==> config.mk <==
export PLATFORM = sky130hd
export DESIGN_NAME = mem_port_arbiter_flat
export DESIGN_NICKNAME = d
export VERILOG_FILES = /design/src/rtl/mem_port_arbiter_if.sv /design/src/rtl/mem_port_arbiter.sv /design/src/flat_wrapper.sv
export SDC_FILE = /design/constraint.sdc
export NUM_CORES = 1
export LEC_CHECK = 0
export ABC_AREA = 1
export BUFFER_PORTS_ARGS = -buffer_cell sky130_fd_sc_hd__buf_2
export CORE_AREA = 2 2 85 87
export DETAILED_ROUTE_END_ITERATION = 10
export DIE_AREA = 0 0 87 89
export PLACE_DENSITY_LB_ADDON = 0.1
export RECOVER_POWER = 100
export SKIP_CTS_REPAIR_TIMING = 1
export SLEW_MARGIN = 20
export SYNTH_ARGS = -nofsm -noshare
export SYNTH_HDL_FRONTEND = slang
export SYNTH_SLANG_ARGS = --single-unit
==> constraint.sdc <==
create_clock -name clk_i -period 1.7 [get_ports clk_i]
set_input_delay 0.17 -clock clk_i [delete_from_list [all_inputs] [get_ports clk_i]]
set_output_delay 0.17 -clock clk_i [all_outputs]
set_load 0.05 [all_outputs]
==> src/rtl/mem_port_arbiter_if.sv <==
// mem_port_arbiter_if: fetch, data and memory-side signals of the unified memory port arbiter.
interface mem_port_arbiter_if #(
    parameter int ADDR_W = 32,
    parameter int DATA_W = 32
);
    logic              if_req;
    logic [ADDR_W-1:0] if_addr;
    logic [DATA_W-1:0] if_rdata;
    logic              if_valid;
    logic              if_stall;
    logic              dm_req;
    logic              dm_we;
    logic [ADDR_W-1:0] dm_addr;
    logic [7:0]        dm_wdata;
    logic [7:0]        dm_rdata;
    logic              dm_done;
    logic              dm_stall;
    logic              mem_req;
    logic              mem_we;
    logic [ADDR_W-1:0] mem_addr;
    logic [DATA_W-1:0] mem_wdata;
    logic [DATA_W-1:0] mem_rdata;
    logic              mem_ack;
    logic              bus_err;

    modport slave (
        input  if_req, if_addr, dm_req, dm_we, dm_addr, dm_wdata, mem_rdata, mem_ack,
        output if_rdata, if_valid, if_stall, dm_rdata, dm_done, dm_stall,
               mem_req, mem_we, mem_addr, mem_wdata, bus_err
    );

    modport master (
        output if_req, if_addr, dm_req, dm_we, dm_addr, dm_wdata, mem_rdata, mem_ack,
        input  if_rdata, if_valid, if_stall, dm_rdata, dm_done, dm_stall,
               mem_req, mem_we, mem_addr, mem_wdata, bus_err
    );
endinterface

==> src/rtl/mem_port_arbiter.sv <==
// mem_port_arbiter: shares one single-ported memory between fetch (IF) and load/store (DM).
// Define ARB_TIMEOUT_EN to abort accesses whose mem_ack does not arrive within TIMEOUT cycles.
module mem_port_arbiter #(
    parameter int ADDR_W     = 32,
    parameter int DATA_W     = 32,
    parameter int STARVE_MAX = 3,
    parameter int TIMEOUT    = 16
) (
    input logic                clk_i,
    input logic                reset_i,
    mem_port_arbiter_if.slave  arb_io
);
    typedef enum logic [1:0] {IDLE, BUSY_IF, BUSY_DM} state_t;
    localparam int SW = $clog2(STARVE_MAX + 1);

    state_t            state_q, state_d;
    logic [SW-1:0]     starve_q, starve_d;
    logic              mem_req_q, mem_req_d;
    logic              mem_we_q, mem_we_d;
    logic [ADDR_W-1:0] mem_addr_q, mem_addr_d;
    logic [DATA_W-1:0] mem_wdata_q, mem_wdata_d;
    logic              busy, done, tmo, starved, grant_if, grant_dm;

    assign busy     = state_q != IDLE;
    assign starved  = starve_q == SW'(STARVE_MAX);
    assign done     = (busy && arb_io.mem_ack) || tmo;
    assign grant_if = !busy && arb_io.if_req && (!arb_io.dm_req || starved);
    assign grant_dm = !busy && arb_io.dm_req && !grant_if;

`ifdef ARB_TIMEOUT_EN
    localparam int TW = $clog2(TIMEOUT + 1);
    logic [TW-1:0] tmo_q;
    always_ff @(posedge clk_i or posedge reset_i)
        if (reset_i) tmo_q <= '0;
        else         tmo_q <= (busy && !done) ? tmo_q + TW'(1) : '0;
    assign tmo = busy && !arb_io.mem_ack && tmo_q == TW'(TIMEOUT);
`else
    assign tmo = 1'b0;
`endif

    always_ff @(posedge clk_i or posedge reset_i)
        if (reset_i) begin
            state_q     <= IDLE;
            starve_q    <= '0;
            mem_req_q   <= 1'b0;
            mem_we_q    <= 1'b0;
            mem_addr_q  <= '0;
            mem_wdata_q <= '0;
        end else begin
            state_q     <= state_d;
            starve_q    <= starve_d;
            mem_req_q   <= mem_req_d;
            mem_we_q    <= mem_we_d;
            mem_addr_q  <= mem_addr_d;
            mem_wdata_q <= mem_wdata_d;
        end

    // Memory command is captured at grant and held untouched until completion.
    always_comb begin
        state_d     = grant_if ? BUSY_IF : grant_dm ? BUSY_DM : done ? IDLE : state_q;
        mem_req_d   = (grant_if || grant_dm) ? 1'b1 : done ? 1'b0 : mem_req_q;
        mem_we_d    = grant_if ? 1'b0 : grant_dm ? arb_io.dm_we : mem_we_q;
        mem_addr_d  = grant_if ? arb_io.if_addr : grant_dm ? arb_io.dm_addr : mem_addr_q;
        mem_wdata_d = grant_if ? '0 : grant_dm ? {{(DATA_W-8){1'b0}}, arb_io.dm_wdata} : mem_wdata_q;
        starve_d    = grant_if ? '0 : (grant_dm && arb_io.if_req && !starved) ? starve_q + SW'(1) : starve_q;
    end

    always_comb begin
        arb_io.if_valid  = state_q == BUSY_IF && done;
        arb_io.dm_done   = state_q == BUSY_DM && done;
        arb_io.if_rdata  = (arb_io.if_valid && !tmo) ? arb_io.mem_rdata : '0;
        arb_io.dm_rdata  = (arb_io.dm_done && !tmo) ? arb_io.mem_rdata[7:0] : '0;
        arb_io.if_stall  = arb_io.if_req && !arb_io.if_valid;
        arb_io.dm_stall  = arb_io.dm_req && !arb_io.dm_done;
        arb_io.bus_err   = tmo;
        arb_io.mem_req   = mem_req_q;
        arb_io.mem_we    = mem_we_q;
        arb_io.mem_addr  = mem_addr_q;
        arb_io.mem_wdata = mem_wdata_q;
    end
endmodule
==> src/flat_wrapper.sv <==
// flat-port wrapper written by rule: the top's interface ports become plain ports
module mem_port_arbiter_flat 
#(
    parameter int ADDR_W     = 32,
    parameter int DATA_W     = 32,
    parameter int STARVE_MAX = 3,
    parameter int TIMEOUT    = 16
)
  (clk_i, reset_i, arb_io_if_req, arb_io_if_addr, arb_io_dm_req, arb_io_dm_we, arb_io_dm_addr, arb_io_dm_wdata, arb_io_mem_rdata, arb_io_mem_ack, arb_io_if_rdata, arb_io_if_valid, arb_io_if_stall, arb_io_dm_rdata, arb_io_dm_done, arb_io_dm_stall, arb_io_mem_req, arb_io_mem_we, arb_io_mem_addr, arb_io_mem_wdata, arb_io_bus_err);
  mem_port_arbiter_if #(.ADDR_W(ADDR_W), .DATA_W(DATA_W)) arb_io_i ();
  input logic clk_i;
  input logic reset_i;
  input wire logic [$bits(arb_io_i.if_req)-1:0] arb_io_if_req;
  input wire logic [$bits(arb_io_i.if_addr)-1:0] arb_io_if_addr;
  input wire logic [$bits(arb_io_i.dm_req)-1:0] arb_io_dm_req;
  input wire logic [$bits(arb_io_i.dm_we)-1:0] arb_io_dm_we;
  input wire logic [$bits(arb_io_i.dm_addr)-1:0] arb_io_dm_addr;
  input wire logic [$bits(arb_io_i.dm_wdata)-1:0] arb_io_dm_wdata;
  input wire logic [$bits(arb_io_i.mem_rdata)-1:0] arb_io_mem_rdata;
  input wire logic [$bits(arb_io_i.mem_ack)-1:0] arb_io_mem_ack;
  output wire logic [$bits(arb_io_i.if_rdata)-1:0] arb_io_if_rdata;
  output wire logic [$bits(arb_io_i.if_valid)-1:0] arb_io_if_valid;
  output wire logic [$bits(arb_io_i.if_stall)-1:0] arb_io_if_stall;
  output wire logic [$bits(arb_io_i.dm_rdata)-1:0] arb_io_dm_rdata;
  output wire logic [$bits(arb_io_i.dm_done)-1:0] arb_io_dm_done;
  output wire logic [$bits(arb_io_i.dm_stall)-1:0] arb_io_dm_stall;
  output wire logic [$bits(arb_io_i.mem_req)-1:0] arb_io_mem_req;
  output wire logic [$bits(arb_io_i.mem_we)-1:0] arb_io_mem_we;
  output wire logic [$bits(arb_io_i.mem_addr)-1:0] arb_io_mem_addr;
  output wire logic [$bits(arb_io_i.mem_wdata)-1:0] arb_io_mem_wdata;
  output wire logic [$bits(arb_io_i.bus_err)-1:0] arb_io_bus_err;
  assign arb_io_i.if_req = arb_io_if_req;
  assign arb_io_i.if_addr = arb_io_if_addr;
  assign arb_io_i.dm_req = arb_io_dm_req;
  assign arb_io_i.dm_we = arb_io_dm_we;
  assign arb_io_i.dm_addr = arb_io_dm_addr;
  assign arb_io_i.dm_wdata = arb_io_dm_wdata;
  assign arb_io_i.mem_rdata = arb_io_mem_rdata;
  assign arb_io_i.mem_ack = arb_io_mem_ack;
  assign arb_io_if_rdata = arb_io_i.if_rdata;
  assign arb_io_if_valid = arb_io_i.if_valid;
  assign arb_io_if_stall = arb_io_i.if_stall;
  assign arb_io_dm_rdata = arb_io_i.dm_rdata;
  assign arb_io_dm_done = arb_io_i.dm_done;
  assign arb_io_dm_stall = arb_io_i.dm_stall;
  assign arb_io_mem_req = arb_io_i.mem_req;
  assign arb_io_mem_we = arb_io_i.mem_we;
  assign arb_io_mem_addr = arb_io_i.mem_addr;
  assign arb_io_mem_wdata = arb_io_i.mem_wdata;
  assign arb_io_bus_err = arb_io_i.bus_err;
  mem_port_arbiter #(.ADDR_W(ADDR_W), .DATA_W(DATA_W), .STARVE_MAX(STARVE_MAX), .TIMEOUT(TIMEOUT)) u_core (.clk_i(clk_i), .reset_i(reset_i), .arb_io(arb_io_i));
endmodule
==> metrics.txt, run 1 <==
mux contribution to synthesized area=0%; Clk Tree Root Cell=clkbuf_8; Setup TNS=0 ns; Vias/cell=between 4 and 5; post-DP HPWL=5810 µm; post-route ant nets=0; flop and latch count out of synthesis=46; CP startpoint kind=register; Die Area=just under 0.008 mm²; Ys Warns=0; CP required=~1.5 ns; pin count of the biggest net entering global routing=between 40 and 50; post-synthesis sequential area ratio=44.3%; GRT Overall Usage=a little under a fifth; fill count=~680; Pwr Density=1890 mW/mm²; max-slew violation count=0; Pre-antenna DRT Iters=4; clock period minus worst slack=between 1.5 and 2 ns; placer congestion estimate=approximately 0.7; WL final=roughly 7900 µm; Lkg Pwr=0.00219 µW; CTS tree=built; Remaining DRCs=0; initial antenna violation count=1; CORE AREA=~0.0067 mm²; crit path kind=reg2out; final hold violation count=0; I/O pin cnt=around 220; Layout Skew=roughly 0.0033 ns; TritonCTS buffer count=5; FMAX=between 600 and 700 MHz; final hold slack=between 0.09 and 0.1 ns; syn_area_per_cell=between 7 and 8 µm²; Post-Synth Simple-Gate Area=a little over a third; Synth Instances=approximately 350; critical path arrival=between 1 and 1.5 ns; crit-path max FO=34; clk sink count=46; first-pass GRT wire length=about 11000 µm; Slew HR=37.1%; Worst-Skew Late Latency=~0.29 ns; count of cell types in the netlist=16; Max Cap Viol=0; worst vdd ir=a little over 0.8 mV; area delta synth->final=42.4%; Post-Layout Inst Area=approximately 0.0037 mm²; Nets=about 660; register area=between 0.001 and 0.0015 mm²; Worst setup EP type=output pin; mapped cell area=0.00260 mm²; post-synthesis adder-cell area fraction=less than 1%; Least-Margin Pin Slew=about 0.94 ns; Die Y=between 80 and 90 µm; Multi-input gate area=~0.0011 mm²; total gr overflow=0; final setup fails=0; status=finished, final reports clean; largest family of logic cells by synthesized area=simple AND/OR/NAND/NOR gates; synthesized-area fraction occupied by xor and xnor cells=0%; worst min path class=in2reg; Final Cycle Share=95.5%; Max clock buf depth=2; Clk pin slew, worst setup/hold paths=about 0.08 ns; Synth Area in Compound Gates=0.915%; cell area after placement=0.00356 mm²; initial detailed-routing violation count=~110; via count of the routed design=approximately 2900; Chip Width=87 µm; H-tree Lvls=2; vias in the first global route=~2400; Port Buf Inserts=between 150 and 200; Starting Density=between 30% and 40%; ratio of cells with drive above 1 in the final layout=31.8%; row count=30; DR WL/cell=approximately 13 µm
[report_power, final]
group	leakage, µW	internal, µW	switching (µW)
Sequential	0.000576	1600	291
Combinational	0.00157	976	3490
Clock	0.0000383	284	346
Total	0.00219	2860	4130
[area by class of cell]
| type | count | share of cell area (%) |
|---|---|---|
| inverter | 44 | 4.47 |
| sequential | 46 | 31.1 |
| tap | 80 | 2.71 |
| antenna | 1 | 0.0677 |
| clock buffer | 7 | 2.06 |
| timing repair buffer | 201 | 30.3 |
| multi-input combinational | 246 | 29.2 |
[path summary, 6_finish.rpt]
check / start / end / slack (ns) / cells after the start
min in group asynchronous: reset_i / u_core.arb_io.mem_addr[26] / 0.58 / 3
hold / removal: arb_io_if_addr[30] / u_core.arb_io.mem_addr[30] / 0.09 / 3
hold reg to reg: u_core.arb_io.mem_req / u_core.arb_io.mem_req / 0.47 / 2
setup / recovery: u_core.state_q[1] / arb_io_if_rdata[22] / 0.08 / 5
setup reg to reg: u_core.state_q[1] / u_core.arb_io.mem_addr[28] / 0.24 / 5
max in group asynchronous: reset_i / u_core.arb_io.mem_addr[0] / 0.50 / 4
[per-layer routing]
layer  wire, µm  part of all wire (%)  vias to the layer above  track usage [%]
li1           -                     -                     1418                -
met1       3130                    40                     1302             22.0
met2       4030                    51                      136             33.0
met3        688                   8.7                        4             5.08
met4         44                  0.56                        0             4.55
met5          0                     0                        -                0
[per-stage QoR]
| stage | utilization [%] | setup WS (ns) | power (µW) | instances |
|---|---|---|---|---|
| after detailed placement | 53.1 | 0.0975 | 6460 | 615 |
| after global routing | 55.0 | -0.00859 | 7420 | 624 |
| after CTS | 54.2 | -0.0556 | 7090 | 622 |
| after floorplan | - | 0.0402 | 5380 | 378 |
| after global placement | 53.1 | 0.127 | 6400 | 615 |
| final | 55.0 | 0.0759 | 6990 | 625 |
[cells in the final DEF (no fill, tap or decap), drive strengths merged]
cell type	n
nand2	94
dlygate4sd3	1
clkbuf	73
diode	1
dfrtp	46
buf	134
conb	25
ha	1
nor2	44
inv	44
o21ai	4
nand3	78
[sequential cells by signal (all words and copies together) (netlist names)]
| register | count |
|---|---|
| u_core.arb_io.mem_addr | 32 |
| u_core.state_q | 2 |
| u_core.arb_io.mem_we | 1 |
| u_core.arb_io.mem_req | 1 |
| u_core.starve_q | 2 |
| u_core.arb_io.mem_wdata | 8 |
[cells by family (layout without fill, tap and decap cells)]
group                      Yosys count  after routing
buffers and inverters               87            252
and+or+nand+nor                    215            216
other                                1             26
DFF                                 46             46
AOI/OAI and AO/OA                    4              4
adders and majority gates            1              1
[synthesized netlist by cell type, drive strengths merged]
library cell | number | area share, %
inv | 44 | 6.4
buf | 43 | 12
o21ai | 4 | 0.92
ha | 1 | 0.48
conb | 1 | 0.14
dfrtp | 46 | 44
nand2 | 94 | 14
nor2 | 43 | 7.1
nand3 | 78 | 15
[critical path, stage by stage, from the launching register on]
cell and delay, ns:
dfrtp_1 0.44, inv_2 0.08, nand3_1 0.11, buf_12 0.19, nor2_1 0.11, clkbuf_4 0.24
No activity file was read; power rests on OpenSTA's default activity.
==> inputs of run 2 (changes only) <==
--- a/config.mk
+++ b/config.mk
@@ -7,9 +7,9 @@
 export LEC_CHECK = 0
 export ABC_AREA = 1
 export BUFFER_PORTS_ARGS = -buffer_cell sky130_fd_sc_hd__buf_2
-export CORE_AREA = 2 2 85 87
+export CORE_AREA = 2 2 119 63
 export DETAILED_ROUTE_END_ITERATION = 10
-export DIE_AREA = 0 0 87 89
+export DIE_AREA = 0 0 121 65
 export PLACE_DENSITY_LB_ADDON = 0.1
 export RECOVER_POWER = 100
 export SKIP_CTS_REPAIR_TIMING = 1
==> metrics.txt, run 2 (synthesized netlist as in run 1, its figures left out) <==
area delta synth->final=42.8%; most common cell after layout, fill and taps aside=buf_2; Worst setup EP type=output pin; ratio of cells with drive above 1 in the final layout=32.5% (+0.68 points); Pre-antenna DRT Iters=5 (+1); worst vdd ir=0.939 mV (+16%); total gr overflow=0 (unchanged); GRT Overall Usage=20.3% (+1.8 points); RSZ-0062 raised after global routing=false; Slew HR=42.4% (+5.3 points); I/O pin cnt=221 (unchanged); Clk Tree Root Cell=clkbuf_16; initial detailed-routing violation count=225 (+110%); final hold violation count=0 (unchanged); vias in the first global route=2557 (+5.3%); crit path kind=reg2out; final hold slack=0.0992 ns (+0.00820 ns); TritonCTS buffer count=5 (unchanged); first-pass GRT wire length=12700 µm (+12%); via count of the routed design=2817 (-1.5%); post-route ant nets=0 (unchanged); placer congestion estimate=0.750 (+4.4%); clock period minus worst slack=1.61 ns (-0.0103 ns); Starting Density=37.3% (-1.4 points); Max Cap Viol=0 (unchanged); CP startpoint kind=register; Chip Width=121 µm (+39%); CORE AREA=0.00696 mm² (+3.6%); worst min path class=in2reg; Nets=658 (+0.46%); total power draw=7280 µW (+4.2%); WL final=8020 µm (+1.7%); Pwr Density=1960 mW/mm² (+4.0%); H-tree Lvls=2 (unchanged); critical path arrival=1.44 ns (about the same); row count=22 (-27%); Clk pin slew, worst setup/hold paths=0.07 ns (about the same); most frequent cells in the layout=buf_2 (148), nand2_1 (93), nand3_1 (76); status=finished, final reports clean; Die Area=0.00787 mm² (+1.6%); DR WL/cell=12.5 µm (-1.3%); pin count of the biggest net entering global routing=44 (unchanged); Antenna diodes=0 (-1); Max clock buf depth=2 (unchanged); crit-path max FO=34 (unchanged); fill count=702 (+2.8%); Least-Margin Pin Slew=0.864 ns (-0.0801 ns); Setup TNS=0 ns (unchanged); Post-Layout Inst Area=0.00371 mm² (+0.27%); clk sink count=46 (unchanged); CP required=1.53 ns (about the same); Port Buf Inserts=195 (unchanged); Remaining DRCs=0 (unchanged); post-DP HPWL=5810 µm (-0.16%); final core occ=53.3% (-1.8 points); Layout Skew=0.00795 ns (+0.00461 ns); initial antenna violation count=0 (-1); Die Y=65 µm (-27%); max-slew violation count=0 (unchanged); cell area after placement=0.00356 mm² (about the same); Vias/cell=4.37 (-4.4%); Worst-Skew Late Latency=0.28 ns (about the same); max reg flops=32 (unchanged); final setup fails=0 (unchanged); Final Cycle Share=94.9% (-0.61 points); Lkg Pwr=0.00223 µW (+2.1%); FMAX=620 MHz (+0.64%); CTS tree=built
## run 2: metal layers
metal / wire (µm) / up-vias / share of wire (%) / GRT usage, %
li1: - / 1429 / - / -
met1: 3750 / 1250 / 47 / 29.6
met2: 3520 / 136 / 44 / 31.0
met3: 746 / 2 / 9.3 / 5.19
met4: 10 / 0 / 0.12 / 2.62
met5: 0 / - / 0 / 0
## run 2: per-stage QoR
step	worst slack [ns]	std cells
floorplan	0.0402	378
global placement	0.111	633
detailed placement	0.0574	633
CTS	-0.0152	641
global route	0.000244	644
finish	0.0863	644
## run 2: cell type report
type	instances	area, µm²	area share, %
inverters	44	165	4.45
flip-flops and latches	46	1150	31.0
well taps	96	120	3.24
repair buffers	204	1030	27.8
clock buffers	6	139	3.74
clock inverters	2	12.5	0.337
multi-input cells	246	1090	29.4
## run 2: worst paths after layout
check	start	endpoint	slack (ns)	cells past startpoint
setup / recovery	u_core.state_q[1]	arb_io_if_rdata[27]	0.09	5
hold / removal	arb_io_if_addr[5]	u_core.arb_io.mem_addr[5]	0.1	3
setup reg to reg	u_core.starve_q[0]	u_core.state_q[0]	0.17	6
hold reg to reg	u_core.arb_io.mem_req	u_core.arb_io.mem_req	0.48	2
max in group asynchronous	reset_i	u_core.arb_io.mem_addr[15]	0.24	4
min in group asynchronous	reset_i	u_core.arb_io.mem_addr[1]	0.63	3
## run 2: where the power goes
part | switching, µW | leakage (µW) | internal [µW]
Sequential | 298 | 0.000576 | 1600
Clock | 405 | 0.0000729 | 582
Combinational | 3500 | 0.00158 | 899
Total | 4200 | 0.00223 | 3080
## run 2: worst max-delay path, stage by stage (launching register included)
cell     delay (ns)
dfrtp_1        0.38
inv_1          0.09
nand3_1        0.12
buf_12         0.20
nor2_1         0.10
buf_2          0.27
==> inputs of run 3 (changes only) <==
--- a/config.mk
+++ b/config.mk
@@ -7,9 +7,11 @@
 export LEC_CHECK = 0
 export ABC_AREA = 1
 export BUFFER_PORTS_ARGS = -buffer_cell sky130_fd_sc_hd__buf_2
-export CORE_AREA = 2 2 119 63
+export CELL_PAD_IN_SITES_DETAIL_PLACEMENT = 0
+export CELL_PAD_IN_SITES_GLOBAL_PLACEMENT = 2
+export CORE_AREA = 2 2 173 90
 export DETAILED_ROUTE_END_ITERATION = 10
-export DIE_AREA = 0 0 121 65
+export DIE_AREA = 0 0 175 92
 export PLACE_DENSITY_LB_ADDON = 0.1
 export RECOVER_POWER = 100
 export SKIP_CTS_REPAIR_TIMING = 1
==> metrics.txt, run 3 (synthesized netlist as in run 1, its figures left out) <==
combinational share of power=60.4% (about the same); Least-Margin Pin Slew=0.964 ns (+0.100 ns); CP required=1.53 ns (about the same); CORE AREA=0.0149 mm² (+110%); worst vdd ir=0.549 mV (-42%); slowest cell delay on critical path=0.44 ns (+0.06 ns); total power draw=7640 µW (+4.9%); max-slew violation count=0 (unchanged); CP startpoint kind=register; crit-path max FO=17 (-50%); Slew HR=35.7% (-6.7 points); final setup fails=0 (unchanged); CP max-delay cell=dfrtp_1; Critical Path Source=u_core.state_q[1]; Multi-input gate area=0.00110 mm² (+1.4%); H-tree Lvls=2 (unchanged); Layout Skew=0.00261 ns (-0.00534 ns); fill count=1716 (+140%); TritonCTS buffer count=5 (unchanged); RSZ-0062 raised after global routing=true; worst min path class=in2reg; r2r worst-path depth=7 (+1); Worst Hold Path EP=u_core.arb_io.mem_addr[9]; total gr overflow=0 (unchanged); Worst setup EP type=output pin; Switch Pwr=4390 µW (+4.4%); CTS tree=built; via count of the routed design=2863 (+1.6%); Clk Tree Root Cell=clkbuf_16; Max clock buf depth=2 (unchanged); Setup TNS=0 ns (unchanged); sw frac=57.4% (-0.27 points); Pre-antenna DRT Iters=4 (-1); vias in the first global route=2709 (+5.9%); post-DP HPWL=7520 µm (+29%); Clk pin slew, worst setup/hold paths=0.07 ns (about the same); Clock Power Share=14.8% (+1.2 points); status=finished, final reports clean; worst r2r src=u_core.starve_q[0]; Port Buf Inserts=195 (unchanged); Max Cap Viol=0 (unchanged); Register-to-Register Setup Slack=0.15 ns (-0.02 ns); initial detailed-routing violation count=146 (-35%); clk sink count=46 (unchanged); Remaining DRCs=0 (unchanged); Post-Layout Inst Area=0.00394 mm² (+6.3%); area delta synth->final=51.7%; Hold Path Cell Cnt=3 (unchanged); Vias/cell=3.79 (-13%); P_int=3250 µW (+5.6%); most common cell after layout, fill and taps aside=buf_2; Pwr Density=1940 mW/mm² (-1.3%); Starting Density=17.5% (-20 points); max reg flops=32 (unchanged); Reg power frac=24.8% (-1.3 points); crit-path cells=inv_2 > nand3_4 > buf_6 > nor2_1 > buf_2; Chip Width=175 µm (+45%); Die Y=92 µm (+42%); register area=0.00115 mm² (unchanged); final hold violation count=0 (unchanged); Nets=661 (+0.46%); Final Cycle Share=95.8% (+0.92 points); RR Endpoint=u_core.arb_io.mem_addr[10]; DR WL/cell=14.2 µm (+14%); clock period minus worst slack=1.63 ns (+0.0156 ns); placer congestion estimate=0.744 (-0.81%); Die Area=0.0161 mm² (+100%); pin count of the biggest net entering global routing=35 (-20%); FMAX=614 MHz (-0.96%); cell area after placement=0.00373 mm² (+4.8%); Lkg Pwr=0.00224 µW (+0.39%); ratio of cells with drive above 1 in the final layout=33.2% (+0.73 points); I/O pin cnt=221 (unchanged); initial antenna violation count=1 (+1); GRT Overall Usage=12.3% (-8.0 points); first-pass GRT wire length=15200 µm (+20%); post-route ant nets=0 (unchanged); WL final=10700 µm (+34%); crit path kind=reg2out; row count=32 (+45%); most frequent cells in the layout=buf_2 (126), nand2_1 (93), nand3_1 (75); critical path arrival=1.46 ns (+0.02 ns); Worst-Skew Late Latency=0.29 ns (about the same); Worst Hold Launch=arb_io_if_addr[9]
==> run 3: cell count changes in the layout (fill, tap and decap cells not counted), moves of 2 or more <==
cell / previous run / this run
buf_6: 5 / 3
clkbuf_4: 1 / 22
buf_2: 148 / 126
buf_4: 4 / 9
==> run 3: worst max-delay path by stage <==
stage / endpoint
final: arb_io_if_rdata[30]
after global routing: arb_io_dm_rdata[6]
after CTS: arb_io_dm_rdata[6]
after detailed placement: u_core.arb_io.mem_addr[10]
after global placement: u_core.arb_io.mem_addr[14]
after floorplan: arb_io_if_rdata[22]
==> run 3: final cells by class <==
class / instances / area share (%)
antenna: 1 / 0.0635
sequential: 46 / 29.2
clock buffer: 5 / 3.17
timing repair buffer: 207 / 27.9
tap: 204 / 6.48
clock inverter: 3 / 1.02
multi-input combinational: 246 / 28.0
inverter: 44 / 4.19
==> run 3: critical path: cells and delay by family, from the launching register on <==
family / cells / cell delay (ns)
DFF: 1 / 0.44
buffers and inverters: 3 / 0.57
and+or+nand+nor: 2 / 0.16
==> run 3: per-stage QoR <==
| step | setup slack, ns | cells | utilization, % | hold WS (ns) |
|---|---|---|---|---|
| floorplan | 0.0402 | 378 | - | 0.303 |
| global placement | -0.0339 | 744 | 25.1 | 0.251 |
| detailed placement | -0.00989 | 744 | 25.1 | 0.262 |
| CTS | -0.0710 | 752 | 26.2 | -0.0551 |
| global route | -0.0296 | 755 | 26.5 | 0.0912 |
| finish | 0.0707 | 756 | 26.5 | 0.0951 |
==> run 3: routing by layer <==
layer,global-route usage [%],part of all wire (%)
met3,5.35,9.3
met2,17.0,39
met5,0,0
met4,1.46,0.15
met1,17.9,51
==> run 3: power groups by stage <==
stage	Sequential (µW)	Clock (µW)	Combinational, µW
6_report	1900	1130	4620
5_1_grt	1960	1230	4950
4_1_cts	1880	1190	4730
3_5_place_dp	1880	0	4730
3_3_place_gp	1910	0	4710
2_1_floorplan	3460	0	1920
